--- src/rtl/matrix_mem_pkg.sv ---
// mm_pkg: shared definitions for the matrix_mem slice.
//   - default base addresses of the A, B and C regions
//   - region_t: result of the address decode
//   - idx_width(): bits needed to index an N*N element region
package mm_pkg;

    localparam int unsigned A_BASE_DEF = 32'h0200;
    localparam int unsigned B_BASE_DEF = 32'h0300;
    localparam int unsigned C_BASE_DEF = 32'h0100;

    typedef enum logic [1:0] {
        REG_A    = 2'd0,
        REG_B    = 2'd1,
        REG_C    = 2'd2,
        REG_NONE = 2'd3
    } region_t;

    // Never returns 0 so a single-element region still gets a 1-bit index.
    function automatic int idx_width(input int num_elem);
        return (num_elem > 1) ? $clog2(num_elem) : 1;
    endfunction

endpackage

--- src/rtl/matrix_mem_if.sv ---
// matrix_mem_if: request/response bus of matrix_mem.
//   master : drives req_valid/req_we/req_addr/req_wdata and rsp_ready
//   slave  : drives req_ready and rsp_valid/rsp_rdata/rsp_err
interface matrix_mem_if #(
    parameter int DATA_W = 32,
    parameter int ADDR_W = 17
);
    logic              req_valid;
    logic              req_ready;
    logic              req_we;
    logic [ADDR_W-1:0] req_addr;
    logic [DATA_W-1:0] req_wdata;
    logic              rsp_valid;
    logic              rsp_ready;
    logic [DATA_W-1:0] rsp_rdata;
    logic              rsp_err;

    modport master (
        output req_valid, req_we, req_addr, req_wdata, rsp_ready,
        input  req_ready, rsp_valid, rsp_rdata, rsp_err
    );

    modport slave (
        input  req_valid, req_we, req_addr, req_wdata, rsp_ready,
        output req_ready, rsp_valid, rsp_rdata, rsp_err
    );
endinterface

--- src/rtl/matrix_mem_decode.sv ---
// mm_region_decode: combinational byte-address decode.
//   addr   in  : byte address
//   region out : REG_A/REG_B/REG_C, REG_NONE whenever err is set
//   index  out : element index within the region
//   err    out : misaligned, unmapped page, or index beyond N*N
module mm_region_decode
    import mm_pkg::*;
#(
    parameter int          ADDR_W = 17,
    parameter int          N      = 3,
    parameter int unsigned A_BASE = A_BASE_DEF,
    parameter int unsigned B_BASE = B_BASE_DEF,
    parameter int unsigned C_BASE = C_BASE_DEF,
    localparam int         IDX_W  = idx_width(N * N)
) (
    input  logic [ADDR_W-1:0] addr,
    output region_t           region,
    output logic [IDX_W-1:0]  index,
    output logic              err
);

    localparam logic [ADDR_W-9:0] A_PAGE = (ADDR_W-8)'(A_BASE >> 8);
    localparam logic [ADDR_W-9:0] B_PAGE = (ADDR_W-8)'(B_BASE >> 8);
    localparam logic [ADDR_W-9:0] C_PAGE = (ADDR_W-8)'(C_BASE >> 8);

    region_t page_region;
    logic    out_of_range;

    always_comb begin
        page_region = REG_NONE;
        if (addr[ADDR_W-1:8] == A_PAGE) begin
            page_region = REG_A;
        end else if (addr[ADDR_W-1:8] == B_PAGE) begin
            page_region = REG_B;
        end else if (addr[ADDR_W-1:8] == C_PAGE) begin
            page_region = REG_C;
        end

        // Compare at 32 bits so N*N = 64 does not wrap a 6-bit constant.
        out_of_range = 32'(addr[7:2]) >= 32'(N * N);
        err          = (addr[1:0] != 2'b00) || (page_region == REG_NONE) || out_of_range;
        region       = err ? REG_NONE : page_region;
        index        = addr[2 +: IDX_W];
    end

endmodule

--- src/rtl/matrix_mem.sv ---
// matrix_mem: three N*N word regions (A, B, C) behind a valid/ready
// request bus with a single registered response slot.
//   clk       in  : rising-edge clock
//   rst_n     in  : synchronous active-low reset
//   bus       slv : request/response bus (matrix_mem_if.slave)
//   c_clear   in  : zero matrix C and its written-mask at the next edge
//   c_done    out : every C element written since last clear/reset
//   c_flat    out : C contents, element k at [k*DATA_W +: DATA_W]
module matrix_mem
    import mm_pkg::*;
#(
    parameter int          DATA_W = 32,
    parameter int          ADDR_W = 17,
    parameter int          N      = 3,
    parameter int unsigned A_BASE = A_BASE_DEF,
    parameter int unsigned B_BASE = B_BASE_DEF,
    parameter int unsigned C_BASE = C_BASE_DEF
) (
    input  logic                     clk,
    input  logic                     rst_n,
    matrix_mem_if.slave              bus,
    input  logic                     c_clear,
    output logic                     c_done,
    output logic [N*N*DATA_W-1:0]    c_flat
);

    localparam int NE    = N * N;
    localparam int IDX_W = idx_width(NE);

    logic [DATA_W-1:0] mem_a [NE];
    logic [DATA_W-1:0] mem_b [NE];
    logic [DATA_W-1:0] mem_c [NE];
    logic [NE-1:0]     mask;
    logic [NE-1:0]     mask_next;

    region_t           dec_region;
    logic [IDX_W-1:0]  dec_index;
    logic              dec_err;

    logic              accept;
    logic              wr_ok;
    logic [DATA_W-1:0] rd_data;

    logic              rsp_valid_q;
    logic [DATA_W-1:0] rsp_rdata_q;
    logic              rsp_err_q;

    mm_region_decode #(
        .ADDR_W (ADDR_W),
        .N      (N),
        .A_BASE (A_BASE),
        .B_BASE (B_BASE),
        .C_BASE (C_BASE)
    ) u_decode (
        .addr   (bus.req_addr),
        .region (dec_region),
        .index  (dec_index),
        .err    (dec_err)
    );

    // A new request is taken only when the response slot is free or being
    // drained this cycle; a clear cycle blocks requests so C never sees a
    // write and a clear on the same edge.
    assign bus.req_ready = !c_clear && (!rsp_valid_q || bus.rsp_ready);
    assign bus.rsp_valid = rsp_valid_q;
    assign bus.rsp_rdata = rsp_rdata_q;
    assign bus.rsp_err   = rsp_err_q;

    always_comb begin
        accept    = bus.req_valid && bus.req_ready;
        wr_ok     = accept && bus.req_we && !dec_err;
        rd_data   = '0;
        case (dec_region)
            REG_A:   rd_data = mem_a[dec_index];
            REG_B:   rd_data = mem_b[dec_index];
            REG_C:   rd_data = mem_c[dec_index];
            default: rd_data = '0;
        endcase
        mask_next = mask;
        if (wr_ok && dec_region == REG_C) begin
            mask_next[dec_index] = 1'b1;
        end
    end

    always_ff @(posedge clk) begin
        if (!rst_n) begin
            for (int k = 0; k < NE; k++) begin
                mem_a[k] <= '0;
                mem_b[k] <= '0;
                mem_c[k] <= '0;
            end
        end else begin
            if (wr_ok) begin
                case (dec_region)
                    REG_A:   mem_a[dec_index] <= bus.req_wdata;
                    REG_B:   mem_b[dec_index] <= bus.req_wdata;
                    REG_C:   mem_c[dec_index] <= bus.req_wdata;
                    default: ;
                endcase
            end
            if (c_clear) begin
                for (int k = 0; k < NE; k++) begin
                    mem_c[k] <= '0;
                end
            end
        end
    end

    // c_done follows mask_next so it rises in the cycle right after the
    // final missing element commits.
    always_ff @(posedge clk) begin
        if (!rst_n) begin
            mask        <= '0;
            c_done      <= 1'b0;
            rsp_valid_q <= 1'b0;
            rsp_rdata_q <= '0;
            rsp_err_q   <= 1'b0;
        end else begin
            if (c_clear) begin
                mask   <= '0;
                c_done <= 1'b0;
            end else begin
                mask   <= mask_next;
                c_done <= &mask_next;
            end

            if (accept) begin
                rsp_valid_q <= 1'b1;
                rsp_err_q   <= dec_err;
                rsp_rdata_q <= (bus.req_we || dec_err) ? '0 : rd_data;
            end else if (bus.rsp_ready) begin
                rsp_valid_q <= 1'b0;
            end
        end
    end

    for (genvar k = 0; k < NE; k++) begin : g_flat
        assign c_flat[k*DATA_W +: DATA_W] = mem_c[k];
    end

endmodule

--- src/flat_wrapper.sv ---
// flat-port wrapper written by rule: the top's interface ports become plain ports
module matrix_mem_flat import mm_pkg::*;
#(
    parameter int          DATA_W = 32,
    parameter int          ADDR_W = 17,
    parameter int          N      = 3,
    parameter int unsigned A_BASE = A_BASE_DEF,
    parameter int unsigned B_BASE = B_BASE_DEF,
    parameter int unsigned C_BASE = C_BASE_DEF
)
  (clk, rst_n, c_clear, c_done, c_flat, bus_req_valid, bus_req_we, bus_req_addr, bus_req_wdata, bus_rsp_ready, bus_req_ready, bus_rsp_valid, bus_rsp_rdata, bus_rsp_err);
  matrix_mem_if #(.DATA_W(DATA_W), .ADDR_W(ADDR_W)) bus_i ();
  input  logic clk;
  input  logic rst_n;
  input  logic c_clear;
  output logic c_done;
  output logic [N*N*DATA_W-1:0] c_flat;
  input wire logic [$bits(bus_i.req_valid)-1:0] bus_req_valid;
  input wire logic [$bits(bus_i.req_we)-1:0] bus_req_we;
  input wire logic [$bits(bus_i.req_addr)-1:0] bus_req_addr;
  input wire logic [$bits(bus_i.req_wdata)-1:0] bus_req_wdata;
  input wire logic [$bits(bus_i.rsp_ready)-1:0] bus_rsp_ready;
  output wire logic [$bits(bus_i.req_ready)-1:0] bus_req_ready;
  output wire logic [$bits(bus_i.rsp_valid)-1:0] bus_rsp_valid;
  output wire logic [$bits(bus_i.rsp_rdata)-1:0] bus_rsp_rdata;
  output wire logic [$bits(bus_i.rsp_err)-1:0] bus_rsp_err;
  assign bus_i.req_valid = bus_req_valid;
  assign bus_i.req_we = bus_req_we;
  assign bus_i.req_addr = bus_req_addr;
  assign bus_i.req_wdata = bus_req_wdata;
  assign bus_i.rsp_ready = bus_rsp_ready;
  assign bus_req_ready = bus_i.req_ready;
  assign bus_rsp_valid = bus_i.rsp_valid;
  assign bus_rsp_rdata = bus_i.rsp_rdata;
  assign bus_rsp_err = bus_i.rsp_err;
  matrix_mem #(.DATA_W(DATA_W), .ADDR_W(ADDR_W), .N(N), .A_BASE(A_BASE), .B_BASE(B_BASE), .C_BASE(C_BASE)) u_core (.clk(clk), .rst_n(rst_n), .bus(bus_i), .c_clear(c_clear), .c_done(c_done), .c_flat(c_flat));
endmodule
--- config.mk ---
export PLATFORM = sky130hd
export DESIGN_NAME = matrix_mem_flat
export DESIGN_NICKNAME = d
export VERILOG_FILES = /design/src/rtl/matrix_mem_pkg.sv /design/src/rtl/matrix_mem_if.sv /design/src/rtl/matrix_mem_decode.sv /design/src/rtl/matrix_mem.sv /design/src/flat_wrapper.sv
export SDC_FILE = /design/constraint.sdc
export NUM_CORES = 2
export LEC_CHECK = 0
export ABC_AREA = 1
export CORE_MARGIN = 5
export CORE_UTILIZATION = 54
export DETAILED_ROUTE_END_ITERATION = 6
export PLACE_DENSITY = 0.82
export SLEW_MARGIN = 20
export SYNTH_ARGS = -nofsm -noshare
export SYNTH_HDL_FRONTEND = slang
export SYNTH_SLANG_ARGS = --single-unit
--- constraint.sdc ---
create_clock -name clk -period 4.4 [get_ports clk]
set_input_delay 0.66 -clock clk [delete_from_list [all_inputs] [get_ports clk]]
set_output_delay 0.66 -clock clk [all_outputs]
set_load 0.05 [all_outputs]
==> summary.md <==
| Metric | Value |
|---|---|
| Vias | 50073 |
| Detailed placer's ending HPWL | around 130 mm |
| Least-Margin Pin Slew | between 1 and 1.5 ns |
| Slew Limit Headroom | 0.240 |
| Worst-path clk slew | roughly 0.060 ns |
| Placed cells | 8929 |
| # port buffers | 378 |
| # clock sinks | 1544 |
| Final period util | 0.775 |
| Layout cells sized above 1 | 0.0980 |
| Util after Layout | 0.651 |
| Clock latency on the worst-skew pair | ~0.76 ns |
| Most frequent cells in the layout | nor2_1 (2827), edfxtp_1 (1500), nand2_1 (1135) |
| Maximum clock path buffer count | 3 |
| Die Ht | 360 um |
| # resized after CTS | 0 |
| Critical Path RT | a little under 5 ns |
| Initial Util | 0.543 |
| Setup Buffers After CTS | 0 |
| Antenna-violating nets left | 0 |
| I/O pins | 379 |
| Core area | 122000 um2 |
| Largest net degree at the start of global routing | 128 |
| M1 wire length | 65.7 mm |
| Maximum clock rate | 293 MHz |
| Setup Viol. Count Final | 0 |
| # rows | 128 |
| Post-Syn Area per Cell | 10.2 um2 |
| Post-DR wirelength/cell | 21.7 um |
| Seq/Total Area, Yosys | 0.695 |
| Commonest non-fill, non-tap cell in the layout | nor2_1 |
| Setup TNS | 0 ns |
| Crit-path max FO | 33 |
| Global route overflow | 0 |
| Worst VDD drop | between 0.4 and 0.5 mV |
| Layout Cells excl Fill | 9212 |
| Initial DRC count | 6583 |
| RSZ-0062 raised after global routing | no |
| WS Path Type | input port to flip-flop |
| Yosys warning count | 0 |
| Crit path DAT | approximately 3.8 ns |
| Initial antenna violation count | 3 |
| Die width | 360 um |
| CTS tree | yes |
| Final Hold Fails | 0 |
| DR WL met2 | 96.1 mm |
| Yosys top cell by area | edfxtp_1 |
| Nets | 7516 |
| First-pass GRT wire length | 295 mm |
| Hold Crit Class | flip-flop to flip-flop |
| Root Buffer | clkbuf_16 |
| Endpoint type of the worst setup path | flip-flop |
| Hold buffers post-CTS | 0 |
| DR top layer | met5 |
| Tmin final | 3.41 ns |
| Routed length on met3 | approximately 21 mm |
| Layout area overhead | 20.0% |
| Status | finished with violations |
| Max-cap violations | 0 |
| Max Slew Vio Count | 0 |
| Htree depth | 4 |
| Clock Skew | between 0.02 and 0.03 ns |
| Cell Area, Synth | 66100 um2 |
| Synth unique cells | 27 |
| Total Power | between 30 and 40 mW |
| Synthesized instance count | 6477 |
| Vias in the first global route | 49862 |
| TritonCTS Buffers | 155 |
| Crit path launch type | input port |
| LEAKAGE | roughly 34 nW |
| Power density cells | 418 nW/um2 |
| Ranking of synthesized cells by area | edfxtp_1 (68%), nor2_1 (16%), nand2_1 (6.5%) |
| Top cell type's share of synthesized area | 0.682 |
| First drt pass iteration count | 7 |
| Residual DRC | 9 |
| Flops & latches, synth | 1544 |
| Failing checks | design-rule violations |
| GRT Total Usage | 0.302 |
| Routability cong. | 0.930 |
| Vias/cell | 5.44 |
| Post-Route WL | 199 mm |
| Die ar. | 129000 um2 |
==> final timing paths <==
path | slack [ns] | from | cells past startpoint | to
max reg2reg | 1.65 | u_core.bus.rsp_valid | 11 | u_core.mem_b[4][26]
min reg2reg | 0.46 | u_core.mask[7] | 2 | u_core.mask[7]
max | 0.99 | bus_req_addr[2] | 12 | u_core.mem_b[4][26]
min | 0.46 | u_core.mask[7] | 2 | u_core.mask[7]
==> routing by layer <==
layer,track usage,up-vias
met3,0.0581,713
met4,0.209,2
met2,0.503,3390
met5,0,-
met1,0.356,23759
li1,-,22209
==> report_power, final <==
part	leakage, nW	total, mW	switching [mW]	internal (mW)
clock	2.39	13.0	5.57	7.42
combinational	15.3	3.01	2.26	0.749
sequential	16.0	17.2	0.274	16.9
total	33.6	33.2	8.11	25.0
==> cell families after synthesis <==
kind of cell,Yosys count,share of synthesized area
DFF,1544,0.695
buffers and inverters,461,0.0326
and+or+nand+nor,4390,0.266
other,1,0.0000568
AOI/OAI and AO/OA,81,0.00640
==> critical path: stages <==
cell and delay, ns:
clkdlybuf4s50_1 0.48, clkinv_4 0.17, nand2_8 0.22, nand2_1 0.19
nand3_2 0.11, nor2_1 0.15, nand3_1 0.29, nor3_4 0.32
buf_4 0.34, nand2_4 0.26, nand2_1 0.18, buf_4 0.38
==> synthesized netlist by cell type <==
| library cell | count |
|---|---|
| buf_1 | 22 |
| edfxtp_1 | 1500 |
| nand2_1 | 1140 |
| inv_1 | 58 |
| o31ai_1 | 1 |
| nand3_2 | 1 |
| o21bai_1 | 1 |
| buf_6 | 55 |
| nor2_2 | 314 |
| buf_2 | 6 |
| nand2_2 | 2 |
| conb_1 | 1 |
| o22ai_1 | 10 |
| nor3_4 | 3 |
| nand3_1 | 70 |
| nand3b_1 | 4 |
| nand4_1 | 5 |
| clkinv_4 | 1 |
| a21oi_1 | 47 |
| inv_2 | 1 |
| or2_2 | 1 |
| o21ai_0 | 22 |
| nor2_1 | 2832 |
| dfxtp_1 | 44 |
| clkbuf_1 | 283 |
| nand2_4 | 18 |
| clkinv_1 | 35 |
==> state kept, by name, summed over array words and instances (netlist names) <==
| signal | flops |
|---|---|
| u_core.bus.rsp_err | 1 |
| u_core.bus.rsp_rdata | 32 |
| u_core.bus.rsp_valid | 1 |
| u_core.c_done | 1 |
| u_core.mask | 9 |
| u_core.mem_a | 496 |
| u_core.mem_b | 508 |
| u_core.mem_c | 496 |
==> through the flow <==
step                      worst slack (ns)  hold WS [ns]  instance area [um2]
after floorplan                      0.599         0.430                68500
after global placement               0.324         0.442                74300
after detailed placement             0.301         0.450                74300
after CTS                             1.10         0.459                79300
after global routing                 0.827         0.487                79300
final                                0.990         0.464                79300
==> final cells by class <==
type                            instances  area [um2]
Multi-Input combinational cell       5107       20500
Clock buffer                          206        4140
Tap cell                             1625        2030
Antenna cell                            2        5.00
Fill cell                            8837       42400
Clock inverter                         75         796
Sequential cell                      1544       45900
Timing Repair Buffer                  558        5540
Inverter                               95         362
No activity file was read; power rests on OpenSTA's default activity.
